### src/rtl/var_state_cell.sv
// var_state_cell: per-variable state cell at the bottom of a clause-array
// column. Holds the variable's value, decision level and decided/implied
// status, broadcasts them back up the column, and resolves decision,
// implication, conflict and backtrack under the engine's apply_* strobes.
//
// Optional build macro VAR_STATE_STATS_EN adds saturating implication and
// conflict counters (imp_cnt_o, cfl_cnt_o). Without it the cell is complete
// and those ports do not exist.
module var_state_cell #(
    parameter int WIDTH_LVL = 16
) (
    input  logic                 clk,
    input  logic                 rst,
    input  logic [2:0]           var_value_down_i,
    input  logic [WIDTH_LVL-1:0] var_lvl_down_i,
    output logic [2:0]           var_value_o,
    output logic [WIDTH_LVL-1:0] var_lvl_o,
    input  logic                 decide_i,
    input  logic [1:0]           decide_value_i,
    input  logic [WIDTH_LVL-1:0] cur_lvl_i,
    input  logic                 apply_imply_i,
    input  logic                 apply_bkt_i,
    input  logic [WIDTH_LVL-1:0] bkt_lvl_i,
    input  logic                 wr_i,
    input  logic [2:0]           value_wr_i,
    input  logic [WIDTH_LVL-1:0] lvl_wr_i,
    output logic                 imp_new_o,
    output logic                 conflict_o,
    output logic                 assigned_o
`ifdef VAR_STATE_STATS_EN
    ,
    output logic [15:0]          imp_cnt_o,
    output logic [15:0]          cfl_cnt_o
`endif
);

    typedef enum logic [1:0] {
        FREE     = 2'd0,
        DECIDED  = 2'd1,
        IMPLIED  = 2'd2,
        CONFLICT = 2'd3
    } state_t;

    state_t               state_q, state_d;
    logic [2:0]           value_r, value_d;
    logic [WIDTH_LVL-1:0] lvl_r, lvl_d;
    logic                 imp_new_r, imp_new_d;
    logic [1:0]           down_pol;

    assign down_pol = var_value_down_i[2:1];

    // Next-state arbitration: wr_i, then backtrack, then decision, then implication.
    always_comb begin
        state_d   = state_q;
        value_d   = value_r;
        lvl_d     = lvl_r;
        imp_new_d = 1'b0;
        if (wr_i) begin
            value_d = value_wr_i;
            lvl_d   = lvl_wr_i;
            if (value_wr_i[2:1] == 2'b00)
                state_d = FREE;
            else if (value_wr_i[2:1] == 2'b11)
                state_d = CONFLICT;
            else if (value_wr_i[0])
                state_d = IMPLIED;
            else
                state_d = DECIDED;
        end else if (apply_bkt_i) begin
            // Only assignments made above the target level are undone.
            if (lvl_r > bkt_lvl_i) begin
                state_d = FREE;
                value_d = 3'b000;
                lvl_d   = '0;
            end
        end else if (decide_i) begin
            if (state_q == FREE) begin
                state_d = DECIDED;
                value_d = {decide_value_i, 1'b0};
                lvl_d   = cur_lvl_i;
            end
        end else if (apply_imply_i) begin
            unique case (state_q)
                FREE: begin
                    if (down_pol == 2'b11) begin
                        state_d = CONFLICT;
                        value_d = 3'b111;
                        lvl_d   = var_lvl_down_i;
                    end else if (down_pol != 2'b00 && var_value_down_i[0]) begin
                        state_d   = IMPLIED;
                        value_d   = {down_pol, 1'b1};
                        lvl_d     = var_lvl_down_i;
                        imp_new_d = 1'b1;
                    end
                end
                DECIDED, IMPLIED: begin
                    // Opposite polarity from the column contradicts our value;
                    // keep the implied bit and level for diagnosis.
                    if (down_pol != 2'b00 && down_pol != value_r[2:1]) begin
                        state_d = CONFLICT;
                        value_d = {2'b11, value_r[0]};
                    end
                end
                default: ;
            endcase
        end
    end

    // State and value registers with synchronous active-low reset.
    always_ff @(posedge clk) begin
        if (!rst) begin
            state_q   <= FREE;
            value_r   <= 3'b000;
            lvl_r     <= '0;
            imp_new_r <= 1'b0;
        end else begin
            state_q   <= state_d;
            value_r   <= value_d;
            lvl_r     <= lvl_d;
            imp_new_r <= imp_new_d;
        end
    end

    assign var_value_o = value_r;
    assign var_lvl_o   = lvl_r;
    assign imp_new_o   = imp_new_r;
    assign conflict_o  = (state_q == CONFLICT);
    assign assigned_o  = (state_q != FREE);

`ifdef VAR_STATE_STATS_EN
    logic [15:0] imp_cnt_r, cfl_cnt_r;
    logic        imp_evt, cfl_evt;

    function automatic logic [15:0] sat_inc(input logic [15:0] c);
        return (c == 16'hFFFF) ? c : c + 16'd1;
    endfunction

    // A wr_i load is a bin swap-in, not an inference event, so it never counts.
    assign imp_evt = !wr_i && (state_q == FREE) && (state_d == IMPLIED);
    assign cfl_evt = !wr_i && (state_q != CONFLICT) && (state_d == CONFLICT);

    // Saturating event counters, cleared on reset and on load.
    always_ff @(posedge clk) begin
        if (!rst || wr_i) begin
            imp_cnt_r <= 16'd0;
            cfl_cnt_r <= 16'd0;
        end else begin
            if (imp_evt) imp_cnt_r <= sat_inc(imp_cnt_r);
            if (cfl_evt) cfl_cnt_r <= sat_inc(cfl_cnt_r);
        end
    end

    assign imp_cnt_o = imp_cnt_r;
    assign cfl_cnt_o = cfl_cnt_r;
`endif

endmodule

### config.mk
export PLATFORM = sky130hd
export DESIGN_NAME = var_state_cell
export DESIGN_NICKNAME = d
export VERILOG_FILES = /design/src/rtl/var_state_cell.sv
export SDC_FILE = /design/constraint.sdc
export NUM_CORES = 1
export LEC_CHECK = 0
export CAP_MARGIN = 20
export CORE_MARGIN = 4
export CORE_UTILIZATION = 43
export CTS_CLUSTER_SIZE = 10
export DETAILED_ROUTE_END_ITERATION = 8
export GPL_ROUTABILITY_DRIVEN = 0
export HOLD_SLACK_MARGIN = 0.08
export PLACE_DENSITY = 0.87
export SLEW_MARGIN = 20
export SYNTH_ARGS = -nofsm -noshare
export SYNTH_HDL_FRONTEND = slang
export SYNTH_SLANG_ARGS = --single-unit
### constraint.sdc
create_clock -name clk -period 3.6 [get_ports clk]
set_input_delay 1.08 -clock clk [delete_from_list [all_inputs] [get_ports clk]]
set_output_delay 1.08 -clock clk [all_outputs]
set_load 0.01 [all_outputs]
======== Yosys cells after proc, flatten, opt, wreduce, memory -nomap -nowiden ========
Cells that the tools add are included.
Widths: inputs -> output; s select.
storage, ports and cells
  flip-flop bits (word level) ............. 22
  input port bits ......................... 78
  output and inout bits ................... 22
  word-level logic and storage cells ...... 68
operators by class
  $lt $le $gt $ge ......................... 1
  eq/ne operators ......................... 11
  muxes and demuxes ....................... 33
  bitwise logic cells ..................... 3
  reductions and logical operators ........ 15
operators by type and width
  operator            number
  $mux 16             9
  $mux 3              9
  $mux 2              12
  $gt 16x16->1        1
  $reduce_and 6->1    2
  $eq 2x2->1 const B  4
  $reduce_bool 4->1   2
  $reduce_or 7->1     1
  $ne 6x4->1 const B  1
  $pmux 3 s2          1
  $ne 5x5->1 const B  1
  $reduce_bool 5->1   1
  $logic_not 2->1     2
  $ne 4x1->1 const B  1
  $ne 4x4->1 const B  1
  $pmux 2 s2          1
  $reduce_and 4->1    1
  $reduce_bool 2->1   2
  $ne 3x1->1 const B  1
  $not 1->1           3
  $reduce_bool 3->1   1
  $eq 2x1->1 const B  1
  $logic_and 1x1->1   2
  $ne 2x2->1          1
  2 further kinds     2

======== Logic depth before layout (Yosys ltp) ========
  depth after elaboration ................. 9
  depth in mapped cells ................... 9
  mapped depth without buffers ............ 8

======== Worst setup path after synthesis ========
No wires, ideal clock.
  path type ............................... input -> register
  start ................................... in bkt_lvl_i[15]
  end ..................................... reg value_r[0], in the netlist var_value_o[0]
  library setup time ...................... 0.122 ns
  data arrival time ....................... 2.673 ns
  required time ........................... 3.478 ns
  path slack .............................. 0.805 ns
  stages .................................. 8
  buffers on the path ..................... 0
  cell sequence ........................... inv_1 > ha_1 > nand4_2 > nor4_2 > o21ai_1 > a31oi_4 > nand2_1 > o311a_1
between the ends
  cells in the longest elaborated chain, start to end .. 3
ends and longest elaborated chain
  what                               line  source
  start, declared                    23    input logic [WIDTH_LVL-1:0] bkt_lvl_i,
  $gt 16x16->1                       71    if (lvl_r > bkt_lvl_i) begin
  $ne 3x1->1 (no source line)        -
  $reduce_and 6->1 (no source line)  -
  end signal, assigned               118   value_r <= value_d;
  end, declared                      45    logic [2:0] value_r, value_d;
Every way passes these cells.
A chain may end at the register's enable or synchronous reset.

======== Worst setup path in the final report ========
Ends and elaborated chain as after synthesis.

==> reports/metrics.cfg <==
[final_layout]
n_antenna_cell = 0
drive_gt1_share_pct = 5.831
nNetsFinal = 441
area_delta_synth_final_pct = 59.20

[synthesis]
yosysUniqueCellTypes = 40
synthesis.area_mm2 = 0.001877
yosysWarnings = 0
syn_inst = 247
synth_area_leaders = dfxtp_1 (23%), mux2i_1 (17%), ha_1 (13%)
synth_top_flop_cell = dfxtp_1
synth-edff-count = 0
syn_nets = 344
yosys.area.top_type_share_pct = 23.47
synth.largest_area_cell = dfxtp_1
synth.ff_latch_count = 22
synth_commonest_cells = nand2_1 (62), mux2i_1 (32), o21ai_0 (25)
seq_area_frac_synth_pct = 23.47
async_reset_ff_share_pct = 0
syn_avg_cell_area_um2 = 7.598
synth_most_common_cell = nand2_1

[sta]
hold_viol_final = 0
fmax_mhz = 316.3
setup_viol = 0
rsz0062_at_grt = no
timing.final.crit_share_pct = 87.82
whs_ps = 487.5
min_period_ps = 3162
worst-slew-pin-transition_ps = 694.1
relSlewSlack_pct = 53.58
slew_viol_final = 0
tns_ps = 0
fin_skew_ps = 3.190

[place]
dpl.hpwl_um = 4736
io_buffers = 99

[clock_network]
cts_tree = yes
post_cts_resized = 0
hold_buffers = 0
cts_setup_buffers = 0
path_clk_slew_ps = 90
cts_made_buffers = 3
root_buffer = clkbuf_8
cts_buffer_depth = 2
cts-htree-levels = 1
cts_sinks = 22
insertion_delay_ps = 270

[global_routing]
grt_max_degree = 22
antenna_found_initial = 0
grt_pass1_wl_um = 9294
grt_pass1_vias = 2091
grt-ovfl-total = 0
track_usage_pct = 21.98

[pwr]
ir_drop_mv = 0.1455
leakage_nw = 1.336
cellPowerDensity_mw_per_mm2 = 281.2

[floorplanning]
start_util_pct = 45.61
core-area_mm2 = 0.004115
ios = 100
die_y_um = 74.07
rows = 23
die_area_mm2 = 0.005486
die_x_um = 74.07

[drt]
firstDrtPassIters = 4
drt_wl_total_um = 5816
drc = 0
first_iter_violations = 98
via_per_inst = 5.379
wire_per_inst_um = 14.80
ant_nets = 0
vias = 2114

[min_path]
hp-class = reg2reg
worstHoldStart = var_lvl_o[10]

[setup_path]
cp-end-kind = register
start_kind = primary input
cp_max_fo = 5
crit_type = in2reg
critPathLaunch = bkt_lvl_i[15]
worstPathArrival_ps = 3330
required_ps = 3770
r2r_start = var_lvl_o[15]

[outcome]
status = completed

[flow_run]
cap_violations = 0

==> sequential cells by signal, summed over array words and instances (netlist names) <==
register,flops
imp_new_o,1
state_q,2
var_lvl_o,16
var_value_o,3
==> worst max-delay path, stage by stage <==
cell and delay, ps:
clkdlybuf4s50_1 460, inv_1 40, ha_1 320, nand4_2 160, nor4_2 310, o21ai_1 140
a31oi_4 300, nand2_1 160, o311a_1 340
==> final cells by class <==
type / count / area (um2)
fill: 330 / 1127
clock buffer: 3 / 41.29
clock inverter: 1 / 30.03
sequential: 22 / 440.4
inverter: 23 / 86.33
multi-input combinational: 189 / 1291
tap: 50 / 62.56
timing repair buffer: 105 / 1036
==> power breakdown <==
| group | internal, mW | switching (mW) | total, mW |
|---|---|---|---|
| Sequential | 0.265 | 0.0221 | 0.287 |
| Clock | 0.149 | 0.0897 | 0.239 |
| Combinational | 0.182 | 0.133 | 0.315 |
==> placed cells by master, fill, tap and decap left out, types with 2 or more instances in the layout <==
cell type and instances:
a21oi_1 8, nor3b_1 2, nand2_1 62, clkbuf_8 3
dfxtp_1 22, buf_4 6, nand4_1 2, a21o_1 3
o221a_2 3, ha_1 19, nor2_1 8, inv_1 23
clkdlybuf4s50_1 99, o21ai_0 25, nand2b_1 2, mux2i_1 32
==> worst paths after layout <==
| path | depth (start not counted) | slack (ps) | end |
|---|---|---|---|
| hold / removal | 2 | 490 | var_lvl_o[10] |
| hold reg to reg | 2 | 490 | var_lvl_o[10] |
| setup / recovery | 9 | 440 | var_value_o[0] |
| setup reg to reg | 7 | 1400 | var_value_o[0] |
==> logic make-up after synthesis <==
group           Yosys count  synth area share [%]
buf+inv                  36                 7.733
flops                    22                 23.47
compound gates           50                 17.47
mux                      32                 17.07
xor+xnor                  1                0.4668
simple gates             86                 20.60
fa+ha+maj                20                 13.20
==> per-stage QoR <==
| stage | power (mW) | setup slack, ps | cell area [um2] | utilization, % | cells |
|---|---|---|---|---|---|
| CTS | 0.8406 | 428.2 | 2988 | 72.61 | 393 |
| finish | 0.8402 | 438.3 | 2988 | 72.61 | 393 |
| global route | 0.8841 | 306.8 | 2988 | 72.61 | 393 |
| detailed placement | 0.6059 | 163.0 | 2917 | 70.87 | 389 |
| global placement | 0.5962 | 234.1 | 2917 | 70.87 | 389 |
| floorplan | 0.4398 | 805.1 | 1877 | - | 247 |
==> metal layers <==
metal  GRT usage (%)  part of all wire, %
met1           23.05                   39
met2           39.86                   48
met3           6.486                   11
met4           10.66                  2.6
met5               0                    0
Power figures use the tool's default switching activity.
